**config.mk**
```make
export PLATFORM = sky130hd
export DESIGN_NAME = serial_frame_arbiter
export DESIGN_NICKNAME = d
export VERILOG_FILES = /design/src/rtl/serial_arb_pkg.sv /design/src/rtl/serial_frame_arbiter_rr_arbiter.sv /design/src/rtl/serial_frame_arbiter.sv
export SDC_FILE = /design/constraint.sdc
export NUM_CORES = 1
export LEC_CHECK = 0
export ABC_AREA = 1
export BUFFER_PORTS_ARGS = -buffer_cell sky130_fd_sc_hd__buf_4
export CAP_MARGIN = 10
export CORE_UTILIZATION = 35
export DETAILED_ROUTE_END_ITERATION = 10
export PLACE_DENSITY = 0.62
export RECOVER_POWER = 25
export SKIP_CTS_REPAIR_TIMING = 1
export SYNTH_ARGS = -nofsm -noshare
export SYNTH_HDL_FRONTEND = slang
export SYNTH_SLANG_ARGS = --single-unit
```
**constraint.sdc**
```tcl
create_clock -name clk -period 5.2 [get_ports clk]
set_clock_uncertainty 0.15 [all_clocks]
set_input_delay 0.78 -clock clk [delete_from_list [all_inputs] [get_ports clk]]
set_output_delay 0.78 -clock clk [all_outputs]
set_load 0.01 [all_outputs]
```
**src/rtl/serial_arb_pkg.sv**
```systemverilog
// serial_arb_pkg
//   Shared types and constants for the serial frame arbiter.
//   FRAME_BITS : bits per serial frame ({addr, data})
//   NIBBLE_W   : width of the address and data nibbles
//   frame_t    : packed frame word, addr in the upper nibble
//   state_t    : link state, IDLE before the first frame, RUN afterwards
package serial_arb_pkg;

  localparam int FRAME_BITS = 8;
  localparam int NIBBLE_W   = 4;

  typedef struct packed {
    logic [NIBBLE_W-1:0] addr;
    logic [NIBBLE_W-1:0] data;
  } frame_t;

  typedef enum logic {
    IDLE = 1'b0,
    RUN  = 1'b1
  } state_t;

endpackage

```
**src/rtl/serial_frame_arbiter_rr_arbiter.sv**
```systemverilog
// rr_arbiter
//   Combinational N_REQ-way pick. Round-robin by default, searching from
//   (last + 1) mod N_REQ. With SERIAL_ARB_FIXED_PRIO_EN defined the lowest
//   requesting index wins and 'last' is ignored.
//   Ports:
//     req   in  N_REQ  request vector
//     last  in  PTR_W  index of the previous winner
//     gnt   out N_REQ  one-hot winner (zero when nobody requests)
//     idx   out PTR_W  binary index of the winner
//     valid out 1      at least one request present
module rr_arbiter #(
  parameter int N_REQ = 4,
  parameter int PTR_W = 2
) (
  input  logic [N_REQ-1:0] req,
  input  logic [PTR_W-1:0] last,
  output logic [N_REQ-1:0] gnt,
  output logic [PTR_W-1:0] idx,
  output logic             valid
);

  int         cand;
  logic [PTR_W-1:0] cand_p;
  logic       found;

`ifdef SERIAL_ARB_FIXED_PRIO_EN
  logic unused_last;
  assign unused_last = ^last;
`endif

  assign valid = |req;

  always_comb begin
    gnt    = '0;
    idx    = '0;
    found  = 1'b0;
    cand   = 0;
    cand_p = '0;
    for (int k = 0; k < N_REQ; k++) begin
`ifdef SERIAL_ARB_FIXED_PRIO_EN
      cand = k;
`else
      cand = (int'(last) + 1 + k) % N_REQ;
`endif
      cand_p = cand[PTR_W-1:0];
      if (!found && req[cand_p]) begin
        found       = 1'b1;
        gnt[cand_p] = 1'b1;
        idx         = cand_p;
      end
    end
  end

endmodule

```
**src/rtl/serial_frame_arbiter.sv**
```systemverilog
// serial_frame_arbiter
//   Shares one serial link into an 8-bit serial-to-parallel receiver among
//   N_REQ requesters. Frames {addr, data} are sent LSB first, back-to-back;
//   null frames {NULL_ADDR, 4'h0} fill slots nobody claims.
//   Build option: SERIAL_ARB_FIXED_PRIO_EN selects fixed priority (lowest
//   index wins) and drops the last-winner register.
//   Ports:
//     clk      in  1        rising-edge clock
//     rst_n    in  1        asynchronous active-low reset
//     req      in  N_REQ    request per requester, held until granted
//     addr_in  in  4*N_REQ  address nibble, requester i at [4i+3:4i]
//     data_in  in  4*N_REQ  data nibble, same packing
//     gnt      out N_REQ    one-hot grant pulse, cycle after frame load
//     ena_out  out 1        one-cycle link-start strobe
//     s_out    out 1        serial data
//     busy     out 1        link running
//
//   state | meaning
//   IDLE  | link not started, outputs quiet, waiting for any request
//   RUN   | streaming frames forever; load next frame when bcnt == 7
module serial_frame_arbiter
  import serial_arb_pkg::*;
#(
  parameter int         N_REQ     = 4,
  parameter logic [3:0] NULL_ADDR = 4'h0
) (
  input  logic               clk,
  input  logic               rst_n,
  input  logic [N_REQ-1:0]   req,
  input  logic [4*N_REQ-1:0] addr_in,
  input  logic [4*N_REQ-1:0] data_in,
  output logic [N_REQ-1:0]   gnt,
  output logic               ena_out,
  output logic               s_out,
  output logic               busy
);

  localparam int PTR_W = (N_REQ > 1) ? $clog2(N_REQ) : 1;
  localparam logic [2:0] BCNT_LAST = 3'(FRAME_BITS - 1);

  state_t                  state_q, state_d;
  logic [2:0]              bcnt_q;
  logic [FRAME_BITS-1:0]   shreg_q;
  logic [N_REQ-1:0]        gnt_q;
  logic                    ena_q;
  logic                    load, start;
  logic [PTR_W-1:0]        last_w;
  logic [N_REQ-1:0]        arb_gnt;
  logic [PTR_W-1:0]        arb_idx;
  logic                    arb_valid;
  frame_t                  win_frame;
  frame_t                  null_frame;

  assign null_frame = '{addr: NULL_ADDR, data: 4'h0};

  rr_arbiter #(.N_REQ(N_REQ), .PTR_W(PTR_W)) u_arb (
    .req   (req),
    .last  (last_w),
    .gnt   (arb_gnt),
    .idx   (arb_idx),
    .valid (arb_valid)
  );

`ifdef SERIAL_ARB_FIXED_PRIO_EN
  assign last_w = '0;
`else
  logic [PTR_W-1:0] last_q;
  assign last_w = last_q;

  // Pointer starts at N_REQ-1 so requester 0 has first priority after reset.
  always_ff @(posedge clk or negedge rst_n) begin
    if (!rst_n) begin
      last_q <= PTR_W'(N_REQ - 1);
    end else if (load && arb_valid) begin
      last_q <= arb_idx;
    end
  end
`endif

  always_comb begin
    win_frame = null_frame;
    for (int i = 0; i < N_REQ; i++) begin
      if (arb_gnt[i]) begin
        win_frame = {addr_in[4*i +: 4], data_in[4*i +: 4]};
      end
    end
  end

  always_ff @(posedge clk or negedge rst_n) begin
    if (!rst_n) begin
      state_q <= IDLE;
    end else begin
      state_q <= state_d;
    end
  end

  // RUN has no exit; the receiver relies on an unbroken frame stream.
  always_comb begin
    state_d = state_q;
    load    = 1'b0;
    start   = 1'b0;
    case (state_q)
      IDLE: begin
        if (arb_valid) begin
          state_d = RUN;
          load    = 1'b1;
          start   = 1'b1;
        end
      end
      RUN: begin
        if (bcnt_q == BCNT_LAST) begin
          load = 1'b1;
        end
      end
      default: state_d = IDLE;
    endcase
  end

  always_ff @(posedge clk or negedge rst_n) begin
    if (!rst_n) begin
      bcnt_q  <= '0;
      shreg_q <= '0;
      gnt_q   <= '0;
      ena_q   <= 1'b0;
    end else begin
      ena_q <= start;
      gnt_q <= '0;
      if (load) begin
        bcnt_q <= '0;
        if (arb_valid) begin
          shreg_q <= win_frame;
          gnt_q   <= arb_gnt;
        end else begin
          shreg_q <= null_frame;
        end
      end else if (state_q == RUN) begin
        shreg_q <= shreg_q >> 1;
        bcnt_q  <= bcnt_q + 3'd1;
      end
    end
  end

  assign gnt     = gnt_q;
  assign ena_out = ena_q;
  assign s_out   = (state_q == RUN) & shreg_q[0];
  assign busy    = (state_q == RUN);

endmodule
```
==> results.ini, run 1 <==
[global_routing]
grt_pass1_wl_um = 5940
grt_start_max_net_pins = 20
grt_overflow = 0
antenna_found_initial = 0
grt_usage_pct = 16.99
grt_pass1_vias = 1355

[hold_path]
min_path_type = register to register
hold_depth = 1
whs_endpoint = bcnt_q[0]
min_from = bcnt_q[0]

[critical_path]
critPathKind = register to register
cp-end-kind = register
cp_slowest_cell = dfstp_2
rrSetupSlack_ns = 2.47
worstPathCellList = inv_2 -> ha_1 -> inv_1 -> nand3_1 -> nand2_2 -> nor2_1 -> nand3_1 -> nand3_2 -> inv_2 -> nand3_1 -> nand2_1 -> nand2_1 -> a21oi_1
crit_buf_inv = 3
reg2reg_from = last_q[0]
crit_top_cell = nand3_1
cp-start-kind = register
r2r-end = shreg_q[3]
path_delay_family = simple AND/OR/NAND/NOR gates
reg2reg_depth = 13
cp_slowest_stage_delay_ns = 0.62
crit_fanout = 10
crit_arrival_ns = 2.73
required_ns = 5.20

[sta]
drv_slew = 0
rsz0062_at_grt = no
timing.fmax_ghz = 0.3657
final.min_clock_period_ns = 2.734
max-slew-margin-rel_pct = 33.81
hold_violations = 0
fin_crit_sh_pct = 52.58
layout_setup_ws_ns = 2.466
finalSetupViolations = 0
fin_setup_tns_ns = 0
worstMarginPinSlew_ns = 0.9928

[power_and_ir_drop]
swShare_pct = 53.31
internal_power_w = 0.0004581
p_per_area_nw_per_um2 = 507.6
power.share.clock_pct = 10.5
p_seq_share_pct = 21.7
peakVddDrop_mv = 0.2172
switching_power_w = 0.0005232
combPwrFrac_pct = 67.8
power_leakage_nw = 1.121

[logic_synthesis]
synth_cell_type_count = 26
syn_area_per_cell_um2 = 6.792
yosysWarnings = 0
syn_area_um2 = 1521
synth_seq_area_share_pct = 31.41
yosys_register_bits = 19
syn-num-nets = 271
syn_inst = 224

[clock_tree]
clock_path_buffers = 2
clock_latency_ns = 0.26
numCtsBuffers = 3
cts.sinks = 19
cts_tree = done
cts_root_buf = clkbuf_8
clk_pin_slew_worst_paths_ns = 0.07
htreeDepth = 1

[routing]
finalWirelength_um = 3565
vias = 1533
drt_first_iter_violations = 120
dr.pass1.iters = 4
route.detailed.drc = 0
wl_per_cell_um = 11.21
viasPerCell = 4.821
ant_nets = 0

[place]
dp_slack_ns = 2.225
io_buffers = 44
gp_congestion = 0.8506
postPlaceCellArea_um2 = 1892
hpwl_um = 2810

[floorplan]
die_y_um = 67.93
initial_core_util_pct = 37.23
core_um2 = 4086
dieArea_um2 = 4614
die_w_um = 67.93
num_io_pins = 45
num_rows = 23

[outcome]
run_status = completed

[layout]
drive_gt1_share_pct = 23.88
final_area_um2 = 1933
area_growth_pct = 27.06
antenna_cells = 0
fin_nets = 316

[flow_run]
maxCapViolCount = 0

-- Yosys cell counts --
cell,instances,area share (%)
a21boi_0,1,0.49
a21oi_1,33,11
a21oi_2,2,1.2
a22o_1,2,1.2
a41oi_1,1,0.58
buf_6,1,0.74
clkbuf_1,3,0.74
clkinv_1,1,0.25
dfrtp_1,17,28
dfstp_2,2,3.5
ha_1,9,7.4
inv_1,38,9.4
inv_2,2,0.49
nand2_1,47,12
nand2_2,2,0.82
nand2_4,1,0.74
nand3_1,30,9.9
nand3_2,6,3.9
nand4_1,1,0.41
nand4_2,1,0.82
nor2_1,18,4.4
nor2_2,1,0.41
nor2_4,1,0.74
nor4_1,1,0.41
o211ai_1,1,0.49
o21ai_0,2,0.66
-- sequential cells by signal, summed over array words and instances, names as in the netlist --
signal	cells
shreg_q	8
gnt	4
bcnt_q	3
last_q	2
busy	1
ena_out	1
-- kinds of logic after synthesis --
kind of cell	count (synthesis)	share of synthesized area [%]
adder cells (fa/ha/maj)	9	7.401
buffers and inverters	45	11.60
AO/OA/AOI/OAI	42	15.38
flip-flops	19	31.41
AND/OR/NAND/NOR	109	34.21
-- routing by layer --
layer  track usage, %  vias to the layer above  part of all wire, %
li1                 -                      812                    -
met3            1.500                        3                  3.5
met2            25.61                       37                   45
met4            6.250                        0                 0.90
met1            24.82                      681                   51
met5                0                        -                    0
-- stage by stage --
step	utilization, %	instances	hold slack (ns)	total power [W]
after global placement	46.30	314	0.3468	0.0008809
after global routing	47.31	318	0.3763	0.001083
after floorplan	-	224	0.3137	0.0007395
after detailed placement	46.30	314	0.3391	0.0008741
after CTS	47.40	318	0.2364	0.0009801
final	47.31	318	0.3439	0.0009813
-- final cells by class --
type | instances | area, um^2
Clock buffer | 4 | 45.04
Fill cell | 424 | 2153
Inverter | 41 | 153.9
Multi-Input combinational cell | 160 | 867.1
Sequential cell | 19 | 478.0
Tap cell | 50 | 62.56
Timing Repair Buffer | 44 | 326.6
-- power groups by stage --
stage,Combinational (W),Sequential [W],Clock (W)
2_1_floorplan,0.000533,0.000207,0
3_3_place_gp,0.000664,0.000217,0
3_5_place_dp,0.000658,0.000216,0
4_1_cts,0.000660,0.000214,0.000106
5_1_grt,0.000753,0.000219,0.000111
6_report,0.000665,0.000213,0.000103
-- placed cells by master (no fill, tap or decap), types with 3 or more instances in the layout --
| cell type | instances |
|---|---|
| nand2_1 | 47 |
| buf_4 | 43 |
| inv_1 | 38 |
| a21oi_1 | 33 |
| nand3_1 | 30 |
| nor2_1 | 18 |
| dfrtp_1 | 17 |
| ha_1 | 9 |
| nand3_2 | 6 |
| clkbuf_8 | 3 |
-- worst max-delay path by stage --
stage,cells past startpoint,to,start
final,13,shreg_q[3],last_q[0]
after global routing,13,shreg_q[7],last_q[0]
after CTS,11,shreg_q[0],req[1]
after detailed placement,11,shreg_q[4],req[1]
after global placement,11,shreg_q[7],req[1]
after floorplan,13,shreg_q[7],last_q[0]
Note: power is estimated with default switching activity, not from simulation.
==> run 2, diff against run 1 <==
--- a/config.mk
+++ b/config.mk
@@ -10,7 +10,7 @@
 export CAP_MARGIN = 10
 export CORE_UTILIZATION = 35
 export DETAILED_ROUTE_END_ITERATION = 10
-export PLACE_DENSITY = 0.62
+export PLACE_DENSITY = 0.64
 export RECOVER_POWER = 25
 export SKIP_CTS_REPAIR_TIMING = 1
 export SYNTH_ARGS = -nofsm -noshare
==> constraint.sdc (replaced) <==
create_clock -name clk -period 2.4 [get_ports clk]
set_clock_uncertainty 0.15 [all_clocks]
set_input_delay 0.36 -clock clk [delete_from_list [all_inputs] [get_ports clk]]
set_output_delay 0.36 -clock clk [all_outputs]
set_load 0.01 [all_outputs]
==> run 2 against run 1 <==
  * The flow now finishes with violations (setup timing)
  * Register-to-register slack got worse by 2.5 ns
  * Sequential cell count did not move
  * Worst setup slack got worse by 2.5 ns
  * Final cell count rose by 10%
==> results.ini, run 2 (synthesized netlist as in run 1, its figures left out) <==
[clock_tree]
htreeDepth = 1
clk_pin_slew_worst_paths_ns = 0.08
cts_tree = done
numCtsBuffers = 3
cts.sinks = 19
cts_root_buf = clkbuf_8
clock_latency_ns = 0.26
clock_path_buffers = 2

[sta]
worstMarginPinSlew_ns = 1.029
fin_setup_tns_ns = -0.2275
timing.fmax_ghz = 0.4059
finalSetupViolations = 7
fin_crit_sh_pct = 102.7
layout_setup_ws_ns = -0.06363
hold_violations = 0
rsz0062_at_grt = yes
hold_slack_ns = 0.1648
drv_slew = 0
final.min_clock_period_ns = 2.464
max-slew-margin-rel_pct = 31.43

[routing]
vias = 1808
ant_nets = 0
wl_per_cell_um = 14.72
viasPerCell = 5.166
dr.pass1.iters = 4
route.detailed.drc = 0
finalWirelength_um = 5153
drt_first_iter_violations = 106

[critical_path]
crit_arrival_ns = 2.50
cp_slowest_stage_delay_ns = 0.60
required_ns = 2.44
worstPathCellList = inv_4 -> ha_4 -> nor2_2 -> nand3_2 -> nand2_4 -> inv_4 -> nor2_4 -> buf_4 -> nand3_2 -> nand3_4 -> nand3_1 -> nand2_1 -> inv_1 -> a21oi_2
rrSetupSlack_ns = -0.06
crit_fanout = 8
reg2reg_depth = 14
r2r-end = shreg_q[4]
cp-end-kind = register
critPathKind = register to register
cp-start-kind = register
reg2reg_from = last_q[0]
cp_slowest_cell = dfstp_2

[hold_path]
whs_endpoint = shreg_q[7]
min_from = addr_in[15]
min_path_type = input pin to register
hold_depth = 3

[global_routing]
grt_pass1_vias = 1429
grt_start_max_net_pins = 20
antenna_found_initial = 0
grt_usage_pct = 18.28
grt_overflow = 0
grt_pass1_wl_um = 6465

[outcome]
violations = setup timing
run_status = finished with violations

[power_and_ir_drop]
power_leakage_nw = 1.319
p_per_area_nw_per_um2 = 1460
peakVddDrop_mv = 0.9984
power.total_w = 0.003671

[place]
gp_congestion = 0.8481
hpwl_um = 3053
io_buffers = 44

[layout]
regArea_um2 = 478.0
final_util_pct = 61.54
regMostFlops = shreg_q
mostFrequentLayoutCell = buf_4
largest_reg_flops = 8
area_growth_pct = 65.30
fillCellCount = 338
antenna_cells = 0
multiInputGateArea_um2 = 1175
layout_common_cells = 65 x buf_4, 36 x nand2_1, 32 x inv_1
fin_nets = 348
drive_gt1_share_pct = 47.00

[floorplan]
core_um2 = 4086
num_rows = 23
initial_core_util_pct = 37.23
dieArea_um2 = 4614
die_y_um = 67.93
die_w_um = 67.93
num_io_pins = 45

[flow_run]
maxCapViolCount = 0

run 2: cell count changes in the layout (fill, tap and decap cells not counted), sizes merged:
| cell | before | now |
|---|---|---|
| buf | 43 | 72 |
| clkbuf | 5 | 4 |
| clkinv | 1 | 2 |
| dlygate4sd3 | 0 | 1 |
| nand3 | 36 | 37 |
| nor2 | 20 | 21 |
run 2: cell type report:
| class | instances | area share [%] |
|---|---|---|
| clock inverters | 1 | 0.1990 |
| repair buffers | 74 | 23.43 |
| flip-flops and latches | 19 | 19.00 |
| clock buffers | 3 | 1.642 |
| well taps | 50 | 2.488 |
| inverters | 41 | 6.517 |
| multi-input cells | 162 | 46.72 |
run 2: metrics by stage:
stage,instances,instance area [um^2],setup slack [ns]
global placement,329,2004,-0.02125
finish,350,2515,-0.06363
CTS,333,2051,-0.07879
detailed placement,329,2004,-0.06849
floorplan,224,1521,0.08528
global route,350,2515,-0.1661
run 2: how the worst max path moves through the flow:
stage / end / cells after the start / start
floorplan: shreg_q[7] / 13 / last_q[0]
global placement: shreg_q[7] / 13 / last_q[0]
detailed placement: shreg_q[7] / 13 / last_q[0]
CTS: shreg_q[7] / 13 / last_q[0]
global route: shreg_q[4] / 14 / last_q[0]
finish: shreg_q[4] / 14 / last_q[0]
run 2: report_power, final:
part	leakage (nW)	total, W	internal, W	switching, W
sequential	0.244	0.000448	0.000397	0.0000502
combinational	1.05	0.00300	0.00131	0.00169
clock	0.0255	0.000224	0.000115	0.000109
total	1.32	0.00367	0.00182	0.00185
run 2: critical path: cells and delay by family, from the launching register on:
kind | cells | cell delay, ns
DFF | 1 | 0.60
AOI/OAI and AO/OA | 1 | 0.12
adders and majority gates | 1 | 0.18
buffers and inverters | 4 | 0.34
and+or+nand+nor | 8 | 0.99
run 2: per-layer routing:
layer	track usage, %	share of wire (%)	up-vias
met5	0	0	-
met4	4.688	2.2	0
met3	1.167	5.8	14
met2	26.84	48	88
met1	28.37	44	824
li1	-	-	882
